## config.mk

```make
export PLATFORM = sky130hd
export DESIGN_NAME = result_reader_flat
export DESIGN_NICKNAME = d
export VERILOG_FILES = /design/src/rtl/result_reader_if.sv /design/src/rtl/result_reader.sv /design/src/flat_wrapper.sv
export SDC_FILE = /design/constraint.sdc
export NUM_CORES = 1
export LEC_CHECK = 0
export BUFFER_PORTS_ARGS = -buffer_cell sky130_fd_sc_hd__buf_2
export CAP_MARGIN = 20
export CORE_MARGIN = 3
export CORE_UTILIZATION = 30
export DETAILED_ROUTE_END_ITERATION = 10
export GPL_ROUTABILITY_DRIVEN = 0
export PLACE_DENSITY = 0.58
export SYNTH_ARGS = -nofsm -noshare
export SYNTH_HDL_FRONTEND = slang
export SYNTH_SLANG_ARGS = --single-unit
```

## constraint.sdc

```tcl
create_clock -name clk -period 2.44 [get_ports clk]
set_clock_uncertainty 0.15 [all_clocks]
set_input_delay 0 -clock clk [delete_from_list [all_inputs] [get_ports clk]]
set_output_delay 0 -clock clk [all_outputs]
set_load 0.02 [all_outputs]
```

## src/rtl/result_reader_if.sv

```systemverilog
// mem3 read port and reassembled-result stream seen by result_reader.
interface result_reader_if #(
    parameter int unsigned DATA_WIDTH   = 8,
    parameter int unsigned ADDR_WIDTH   = 4,
    parameter int unsigned RESULT_WIDTH = 18,
    parameter int unsigned COUNT_WIDTH  = 4
);
    logic                    mem_rd_en;
    logic [ADDR_WIDTH-1:0]   mem_rd_addr;
    logic [DATA_WIDTH-1:0]   mem_rd_data;
    logic                    res_valid;
    logic                    res_ready;
    logic [RESULT_WIDTH-1:0] res_data;
    logic [COUNT_WIDTH-1:0]  res_index;

    modport master (
        output mem_rd_en, mem_rd_addr, res_valid, res_data, res_index,
        input  mem_rd_data, res_ready
    );

    modport slave (
        input  mem_rd_en, mem_rd_addr, res_valid, res_data, res_index,
        output mem_rd_data, res_ready
    );
endinterface

```

## src/rtl/result_reader.sv

```systemverilog
// Drains multi-word results from mem3 and streams them out one result at a time.
// Optional running checksum of transferred results: define RESULT_READER_CHECKSUM_EN.
module result_reader #(
    parameter int unsigned DATA_WIDTH   = 8,
    parameter int unsigned VECTOR_WIDTH = 4,
    parameter int unsigned RESULT_WIDTH = 2 * DATA_WIDTH + $clog2(VECTOR_WIDTH),
    parameter int unsigned ADDR_WIDTH   = 4,
    parameter int unsigned MEM_SIZE     = 16,
    parameter int unsigned COUNT_WIDTH  = 4
) (
    input  logic                    clk,
    input  logic                    rst,
    input  logic                    start,
    input  logic [ADDR_WIDTH-1:0]   base_addr,
    input  logic [COUNT_WIDTH-1:0]  num_results,
    output logic                    busy,
    output logic                    done,
    output logic [RESULT_WIDTH-1:0] checksum,
    result_reader_if.master         bus
);
    localparam int unsigned BYTES  = (RESULT_WIDTH + DATA_WIDTH - 1) / DATA_WIDTH;
    localparam int unsigned WCNT_W = $clog2(BYTES + 1);

    typedef enum logic [2:0] {IDLE, FETCH, CAPTURE, PRESENT, FINISH} state_e;

    state_e                  state_q, state_d;
    logic [ADDR_WIDTH-1:0]   ptr_q, ptr_d;
    logic [COUNT_WIDTH-1:0]  remaining_q, remaining_d;
    logic [WCNT_W-1:0]       issued_q, issued_d;
    logic [WCNT_W-1:0]       slot_q, slot_d;
    logic                    rd_pend_q, rd_pend_d;
    logic                    busy_q, busy_d;
    logic                    done_q, done_d;
    logic                    rd_en_q, rd_en_d;
    logic [ADDR_WIDTH-1:0]   rd_addr_q, rd_addr_d;
    logic                    valid_q, valid_d;
    logic [RESULT_WIDTH-1:0] data_q, data_d;
    logic [COUNT_WIDTH-1:0]  index_q, index_d;
    logic                    start_acc_c;
    logic                    xfer_c;

    function automatic logic [ADDR_WIDTH-1:0] wrap_inc(input logic [ADDR_WIDTH-1:0] a);
        return (a == ADDR_WIDTH'(MEM_SIZE - 1)) ? '0 : a + ADDR_WIDTH'(1);
    endfunction

    assign start_acc_c = (state_q == IDLE) && start;
    assign xfer_c      = (state_q == PRESENT) && valid_q && bus.res_ready;

    // Word k of a result lands in bits [k*DATA_WIDTH +: DATA_WIDTH]; bits past RESULT_WIDTH fall away.
    always_comb begin
        data_d = data_q;
        for (int b = 0; b < int'(RESULT_WIDTH); b++) begin
            if (rd_pend_q && (slot_q == WCNT_W'(b / int'(DATA_WIDTH))))
                data_d[b] = bus.mem_rd_data[b % int'(DATA_WIDTH)];
        end
    end

    // Next-state and registered-output logic.
    always_comb begin
        state_d     = state_q;
        ptr_d       = ptr_q;
        remaining_d = remaining_q;
        issued_d    = issued_q;
        slot_d      = rd_pend_q ? slot_q + WCNT_W'(1) : slot_q;
        rd_pend_d   = rd_en_q;
        busy_d      = busy_q;
        done_d      = 1'b0;
        rd_en_d     = 1'b0;
        rd_addr_d   = '0;
        valid_d     = valid_q;
        index_d     = index_q;

        unique case (state_q)
            IDLE: begin
                if (start_acc_c) begin
                    busy_d      = 1'b1;
                    remaining_d = num_results;
                    index_d     = '0;
                    ptr_d       = base_addr;
                    if (num_results == '0) begin
                        state_d = FINISH;
                    end else begin
                        state_d   = FETCH;
                        rd_en_d   = 1'b1;
                        rd_addr_d = base_addr;
                        ptr_d     = wrap_inc(base_addr);
                        issued_d  = WCNT_W'(1);
                        slot_d    = '0;
                    end
                end
            end
            FETCH: begin
                if (issued_q < WCNT_W'(BYTES)) begin
                    rd_en_d   = 1'b1;
                    rd_addr_d = ptr_q;
                    ptr_d     = wrap_inc(ptr_q);
                    issued_d  = issued_q + WCNT_W'(1);
                end else begin
                    state_d = CAPTURE;
                end
            end
            CAPTURE: begin
                state_d = PRESENT;
                valid_d = 1'b1;
            end
            PRESENT: begin
                if (xfer_c) begin
                    valid_d     = 1'b0;
                    remaining_d = remaining_q - COUNT_WIDTH'(1);
                    index_d     = index_q + COUNT_WIDTH'(1);
                    if (remaining_q > COUNT_WIDTH'(1)) begin
                        state_d   = FETCH;
                        rd_en_d   = 1'b1;
                        rd_addr_d = ptr_q;
                        ptr_d     = wrap_inc(ptr_q);
                        issued_d  = WCNT_W'(1);
                        slot_d    = '0;
                    end else begin
                        state_d = FINISH;
                    end
                end
            end
            FINISH: begin
                done_d  = 1'b1;
                busy_d  = 1'b0;
                state_d = IDLE;
            end
            default: state_d = IDLE;
        endcase
    end

    always_ff @(posedge clk) begin
        if (rst) begin
            state_q     <= IDLE;
            ptr_q       <= '0;
            remaining_q <= '0;
            issued_q    <= '0;
            slot_q      <= '0;
            rd_pend_q   <= 1'b0;
            busy_q      <= 1'b0;
            done_q      <= 1'b0;
            rd_en_q     <= 1'b0;
            rd_addr_q   <= '0;
            valid_q     <= 1'b0;
            data_q      <= '0;
            index_q     <= '0;
        end else begin
            state_q     <= state_d;
            ptr_q       <= ptr_d;
            remaining_q <= remaining_d;
            issued_q    <= issued_d;
            slot_q      <= slot_d;
            rd_pend_q   <= rd_pend_d;
            busy_q      <= busy_d;
            done_q      <= done_d;
            rd_en_q     <= rd_en_d;
            rd_addr_q   <= rd_addr_d;
            valid_q     <= valid_d;
            data_q      <= data_d;
            index_q     <= index_d;
        end
    end

`ifdef RESULT_READER_CHECKSUM_EN
    logic [RESULT_WIDTH-1:0] checksum_q, checksum_d;

    // Cleared on an accepted start, then held past done until the next one.
    always_comb begin
        checksum_d = checksum_q;
        if (start_acc_c)
            checksum_d = '0;
        else if (xfer_c)
            checksum_d = checksum_q + data_q;
    end

    always_ff @(posedge clk) begin
        if (rst) checksum_q <= '0;
        else     checksum_q <= checksum_d;
    end

    assign checksum = checksum_q;
`else
    assign checksum = '0;
`endif

    assign busy            = busy_q;
    assign done            = done_q;
    assign bus.mem_rd_en   = rd_en_q;
    assign bus.mem_rd_addr = rd_addr_q;
    assign bus.res_valid   = valid_q;
    assign bus.res_data    = data_q;
    assign bus.res_index   = index_q;
endmodule
```

## src/flat_wrapper.sv

```systemverilog
// flat-port wrapper written by rule: the top's interface ports become plain ports
module result_reader_flat 
#(
    parameter int unsigned DATA_WIDTH   = 8,
    parameter int unsigned VECTOR_WIDTH = 4,
    parameter int unsigned RESULT_WIDTH = 2 * DATA_WIDTH + $clog2(VECTOR_WIDTH),
    parameter int unsigned ADDR_WIDTH   = 4,
    parameter int unsigned MEM_SIZE     = 16,
    parameter int unsigned COUNT_WIDTH  = 4
)
  (clk, rst, start, base_addr, num_results, busy, done, checksum, bus_mem_rd_en, bus_mem_rd_addr, bus_res_valid, bus_res_data, bus_res_index, bus_mem_rd_data, bus_res_ready);
  result_reader_if #(.DATA_WIDTH(DATA_WIDTH), .ADDR_WIDTH(ADDR_WIDTH), .RESULT_WIDTH(RESULT_WIDTH), .COUNT_WIDTH(COUNT_WIDTH)) bus_i ();
  input  logic clk;
  input  logic rst;
  input  logic start;
  input  logic [ADDR_WIDTH-1:0] base_addr;
  input  logic [COUNT_WIDTH-1:0] num_results;
  output logic busy;
  output logic done;
  output logic [RESULT_WIDTH-1:0] checksum;
  output wire logic [$bits(bus_i.mem_rd_en)-1:0] bus_mem_rd_en;
  output wire logic [$bits(bus_i.mem_rd_addr)-1:0] bus_mem_rd_addr;
  output wire logic [$bits(bus_i.res_valid)-1:0] bus_res_valid;
  output wire logic [$bits(bus_i.res_data)-1:0] bus_res_data;
  output wire logic [$bits(bus_i.res_index)-1:0] bus_res_index;
  input wire logic [$bits(bus_i.mem_rd_data)-1:0] bus_mem_rd_data;
  input wire logic [$bits(bus_i.res_ready)-1:0] bus_res_ready;
  assign bus_mem_rd_en = bus_i.mem_rd_en;
  assign bus_mem_rd_addr = bus_i.mem_rd_addr;
  assign bus_res_valid = bus_i.res_valid;
  assign bus_res_data = bus_i.res_data;
  assign bus_res_index = bus_i.res_index;
  assign bus_i.mem_rd_data = bus_mem_rd_data;
  assign bus_i.res_ready = bus_res_ready;
  result_reader #(.DATA_WIDTH(DATA_WIDTH), .VECTOR_WIDTH(VECTOR_WIDTH), .RESULT_WIDTH(RESULT_WIDTH), .ADDR_WIDTH(ADDR_WIDTH), .MEM_SIZE(MEM_SIZE), .COUNT_WIDTH(COUNT_WIDTH)) u_core (.clk(clk), .rst(rst), .start(start), .base_addr(base_addr), .num_results(num_results), .busy(busy), .done(done), .checksum(checksum), .bus(bus_i));
endmodule
```

Yosys cells after proc, flatten, opt, wreduce, memory -nomap -nowiden --
Index checks and enable logic that the tools add are counted.
Storage, ports and cells: register bits after elaboration 46, input bits 20, logic and storage cells 105
Operators by class: $add $sub $neg 6, $lt $le $gt $ge 2, eq/ne operators 14, multiplexer cells 49, reductions and logical operators 19
Operators by type and width (number):
- $mux W4 | 16
- $pmux W4 S3 | 2
- $mux W2 | 10
- $pmux W4 S2 | 2
- $mux W3 | 5
- $add A4 B1 Y4 const B | 3
- $pmux W3 S4 | 1
- $eq A4 B4 Y1 const B | 2
- $mux W1 | 8
- $eq A3 B2 Y1 const B | 2
- $logic_and A1 B1 Y1 | 6
- $ne A2 B1 Y1 const B | 3
- $ne A2 B2 Y1 const B | 3
- $pmux W2 S3 | 1
- $reduce_and A3 Y1 | 2
- $reduce_and A6 Y1 | 1
- $reduce_bool A2 Y1 | 3
- $reduce_and A5 Y1 | 1
- $add A2 B1 Y2 const B | 2
- $gt A4 B1 Y1 const B | 1
- $logic_not A4 Y1 | 1
- $pmux W1 S2 | 2
- $pmux W2 S2 | 1
- $reduce_and A2 Y1 | 2
- other kinds (10) | 10

Depth between registers and ports, before layout --
depth after elaboration 5, gate-level depth with buffers 8

Least setup slack after synthesis --
Ideal clock, no wire load.
path type register to register, from register u_core.remaining_q[0], to register u_core.state_q[0], setup time 0.115 ns, data arrival time 1.515 ns, required time 2.175 ns, slack 0.661 ns, stages on the path, launching flop included 8, path buffers 0, clock period less this slack 1.779 ns, path through dfxtp_1 > inv_1 > ha_1 > nor2_1 > nor2_1 > a21o_1 > a22o_1 > a2111oi_0
On the way: longest elaborated chain between the ends 4
Ends and longest elaborated chain:
- from (decl) | RTL line result_reader.sv:28 | logic [COUNT_WIDTH-1:0] remaining_q, remaining_d;
- from (signal assigned) | RTL line result_reader.sv:150 | remaining_q <= remaining_d;
- $gt A4 B1 Y1 | RTL line result_reader.sv:111 | if (remaining_q > COUNT_WIDTH'(1)) begin
- $mux W3 | RTL line result_reader.sv:111
- $mux W3 | RTL line result_reader.sv:107 | if (xfer_c) begin
- $pmux W3 S4 | RTL line result_reader.sv:73 | unique case (state_q)
- to (signal assigned) | RTL line result_reader.sv:148 | state_q <= state_d;
- to (decl) | RTL line result_reader.sv:26 | state_e state_q, state_d;
No other way between the ends. The select of a mux whose other input is x is not followed. A chain may end at the register's enable or synchronous reset.

Worst setup path after layout --
Same ends and word-level chain as after synthesis.

==> impl_metrics.env <==
export IMPL_synthCells=284
export IMPL_first_pass_iters=5
export IMPL_cts_buffers=5
export IMPL_core_mm2=0.00741
export IMPL_clock_sinks=46
export IMPL_timing_rr_end="u_core.state_q[0]"
export IMPL_layout_common_cells="49 x buf_2, 46 x dfxtp_1, 36 x a21oi_1"
export IMPL_layout_commonest_cell="buf_2"
export IMPL_worst_slew_pin_slew_ns=0.731
export IMPL_grt_usage_pct=12.3
export IMPL_routed_wirelength_um=5490
export IMPL_setup_viol_count_final=0
export IMPL_vias=2115
export IMPL_p_per_area_mw_per_mm2=577
export IMPL_timing_critical_path_buf_inv=1
export IMPL_synth_distinct_cells=48
export IMPL_async_flop_share_pct=0
export IMPL_crit_start="u_core.remaining_q[0]"
export IMPL_power_mw=1.66
export IMPL_r2r_setup_slack_ns=0.39
export IMPL_netlist_area_leader_share_pct=39.5
export IMPL_timing_rr_start="u_core.remaining_q[0]"
export IMPL_start_util_pct=31.4
export IMPL_worstPathCellList="inv_1, ha_1, nor2_1, nor2_1, a21o_1, a22o_1, a2111oi_0"
export IMPL_clock_path_buffers=2
export IMPL_hpwl_um=3910
export IMPL_period_needed_ns=2.05
export IMPL_antenna_found_initial=0
export IMPL_synth_warnings=0
export IMPL_synthFlopType="dfxtp_1"
export IMPL_die_h_um=94.1
export IMPL_report_final_slew_viol_count=0
export IMPL_ir_worst_vdd_uv=287
export IMPL_critPathLaunchType="flip-flop"
export IMPL_post_cts_resized=0
export IMPL_synth_area_per_cell_um2=8.20
export IMPL_num_io_pins=68
export IMPL_die_area_mm2=0.00886
export IMPL_clock_latency_ns=0.30
export IMPL_fin_crit_sh_pct=83.9
export IMPL_drt_iter0_markers=156
export IMPL_grt_pass1_wl_um=8850
export IMPL_synth_area_leaders="dfxtp_1 40%, a21oi_1 7.7%, buf_4 5.8%"
export IMPL_ys_seq_elements=46
export IMPL_die_w_um=94.1
export IMPL_cp_slowest_cell="a2111oi_0"
export IMPL_cts_setup_buffers=0
export IMPL_cts_root_buf="clkbuf_8"
export IMPL_synthToLayoutAreaGrowth_pct=23.5
export IMPL_path_class="flip-flop to flip-flop"
export IMPL_r2r_cells=7
export IMPL_rows=31
export IMPL_grt_start_max_net_pins=40
export IMPL_htree_levels=2
export IMPL_grt_pass1_vias=1834
export IMPL_path_depth=7
export IMPL_rsz0062_at_grt="no"
export IMPL_cts_tree="yes"
export IMPL_cp_max_fo=4
export IMPL_fmax_mhz=489
export IMPL_hold_viol=0
export IMPL_relSlewSlack_pct=51.2
export IMPL_status="finished, final reports clean"
export IMPL_cp_arrival_ns=2.06
export IMPL_cp_required_ns=2.45
export IMPL_cpMostUsedCell="nor2_1"
export IMPL_drive_above_1_share_pct=19.7
export IMPL_drc=0
export IMPL_min_path_type="primary input to flip-flop"
export IMPL_crit_end="u_core.state_q[0]"
export IMPL_cpPeakStageDelay_ns=0.43
export IMPL_avgRoutedWirePerCell_um=12.3
export IMPL_synth_seq_area_share_pct=39.5
export IMPL_synth_area_mm2=0.00233
export IMPL_postCtsHoldBufs=18
export IMPL_synth_top_cell_by_area="dfxtp_1"
export IMPL_port_buffers=49
export IMPL_synth_edff_count=0
export IMPL_crit_path_end_kind="flip-flop"
export IMPL_maxCapViolations=0
export IMPL_cts_reportedPaths_clkPinSlew_ns=0.09
export IMPL_grt_ovfl_total=0
export IMPL_nets=374
export IMPL_postRouteAntennaNets=0
export IMPL_critPathTopFamily="compound AO/OA/AOI/OAI gates"
export IMPL_fin_tns_setup_ns=0
export IMPL_antennaDiodeCount=0
export IMPL_leakagePower_nw=1.24
export IMPL_vias_per_cell=4.75
## logic make-up after synthesis
family	Yosys count	share of synthesized area, %
AOI/OAI and AO/OA	71	19.4
xor gates and xnor gates	4	1.50
adders and majority gates	9	4.83
buffers and inverters	39	9.67
DFF	46	39.5
muxes	3	1.29
other	1	0.161
and+or+nand+nor	111	23.6
## power by group
group,leakage (nW),internal [mW],switching [mW],total (mW)
clock network,0.0563,0.312,0.278,0.591
registers,0.374,0.780,0.0315,0.812
logic,0.809,0.102,0.156,0.257
total,1.24,1.19,0.466,1.66
## registers in the layout, summed over array words and instances, names as in the netlist, 2 cells and up
signal                  count
u_core.remaining_q          4
u_core.bus.res_index        4
u_core.slot_q               2
u_core.state_q              3
u_core.bus.mem_rd_addr      4
u_core.ptr_q                4
u_core.bus.res_data        18
u_core.issued_q             2
## cell usage after synthesis (all sizes together) (3+ instances only)
library cell,count
a211oi,3
a21oi,37
a22oi,7
buf,23
clkbuf,9
dfxtp,46
ha,9
inv,7
mux2i,3
nand2,35
nand2b,6
nand3,21
nor2,22
nor2b,4
nor3,7
o21ai,8
or2,3
## final cells by class
cell class | instances | area, um2
Clock inverter | 3 | 48.8
Tap cell | 99 | 124
Sequential cell | 46 | 921
Clock buffer | 5 | 68.8
Timing Repair Buffer | 69 | 440
Fill cell | 775 | 4530
Inverter | 7 | 26.3
Multi-Input combinational cell | 216 | 1250
## metrics by stage
stage | worst slack (ns) | cell area [um2] | hold WS (ns) | cells | util, %
after floorplan | 0.661 | 2390 | -0.0525 | 301 | -
after global placement | 0.461 | 2580 | 0.103 | 419 | 34.8
after detailed placement | 0.422 | 2580 | 0.114 | 419 | 34.8
after CTS | 0.399 | 2880 | 0.0866 | 445 | 38.8
after global routing | 0.216 | 2880 | 0.118 | 445 | 38.8
final | 0.393 | 2880 | 0.0861 | 445 | 38.8
## worst min-delay path by stage
stage	cells past startpoint	from	slack, ns	end
finish	2	rst	0.09	u_core.bus.res_valid
global route	2	rst	0.12	u_core.bus.res_valid
CTS	2	rst	0.09	u_core.bus.res_valid
detailed placement	2	start	0.11	u_core.bus.res_index[3]
global placement	2	start	0.10	u_core.bus.res_index[3]
floorplan	1	start	-0.05	u_core.bus.res_index[3]
## metal layers
layer,routed length [um],track usage (%)
met4,29,3.85
met5,0,0
met2,2510,18.9
met3,270,2.32
met1,2680,17.3
Power figures use the tool's default switching activity.
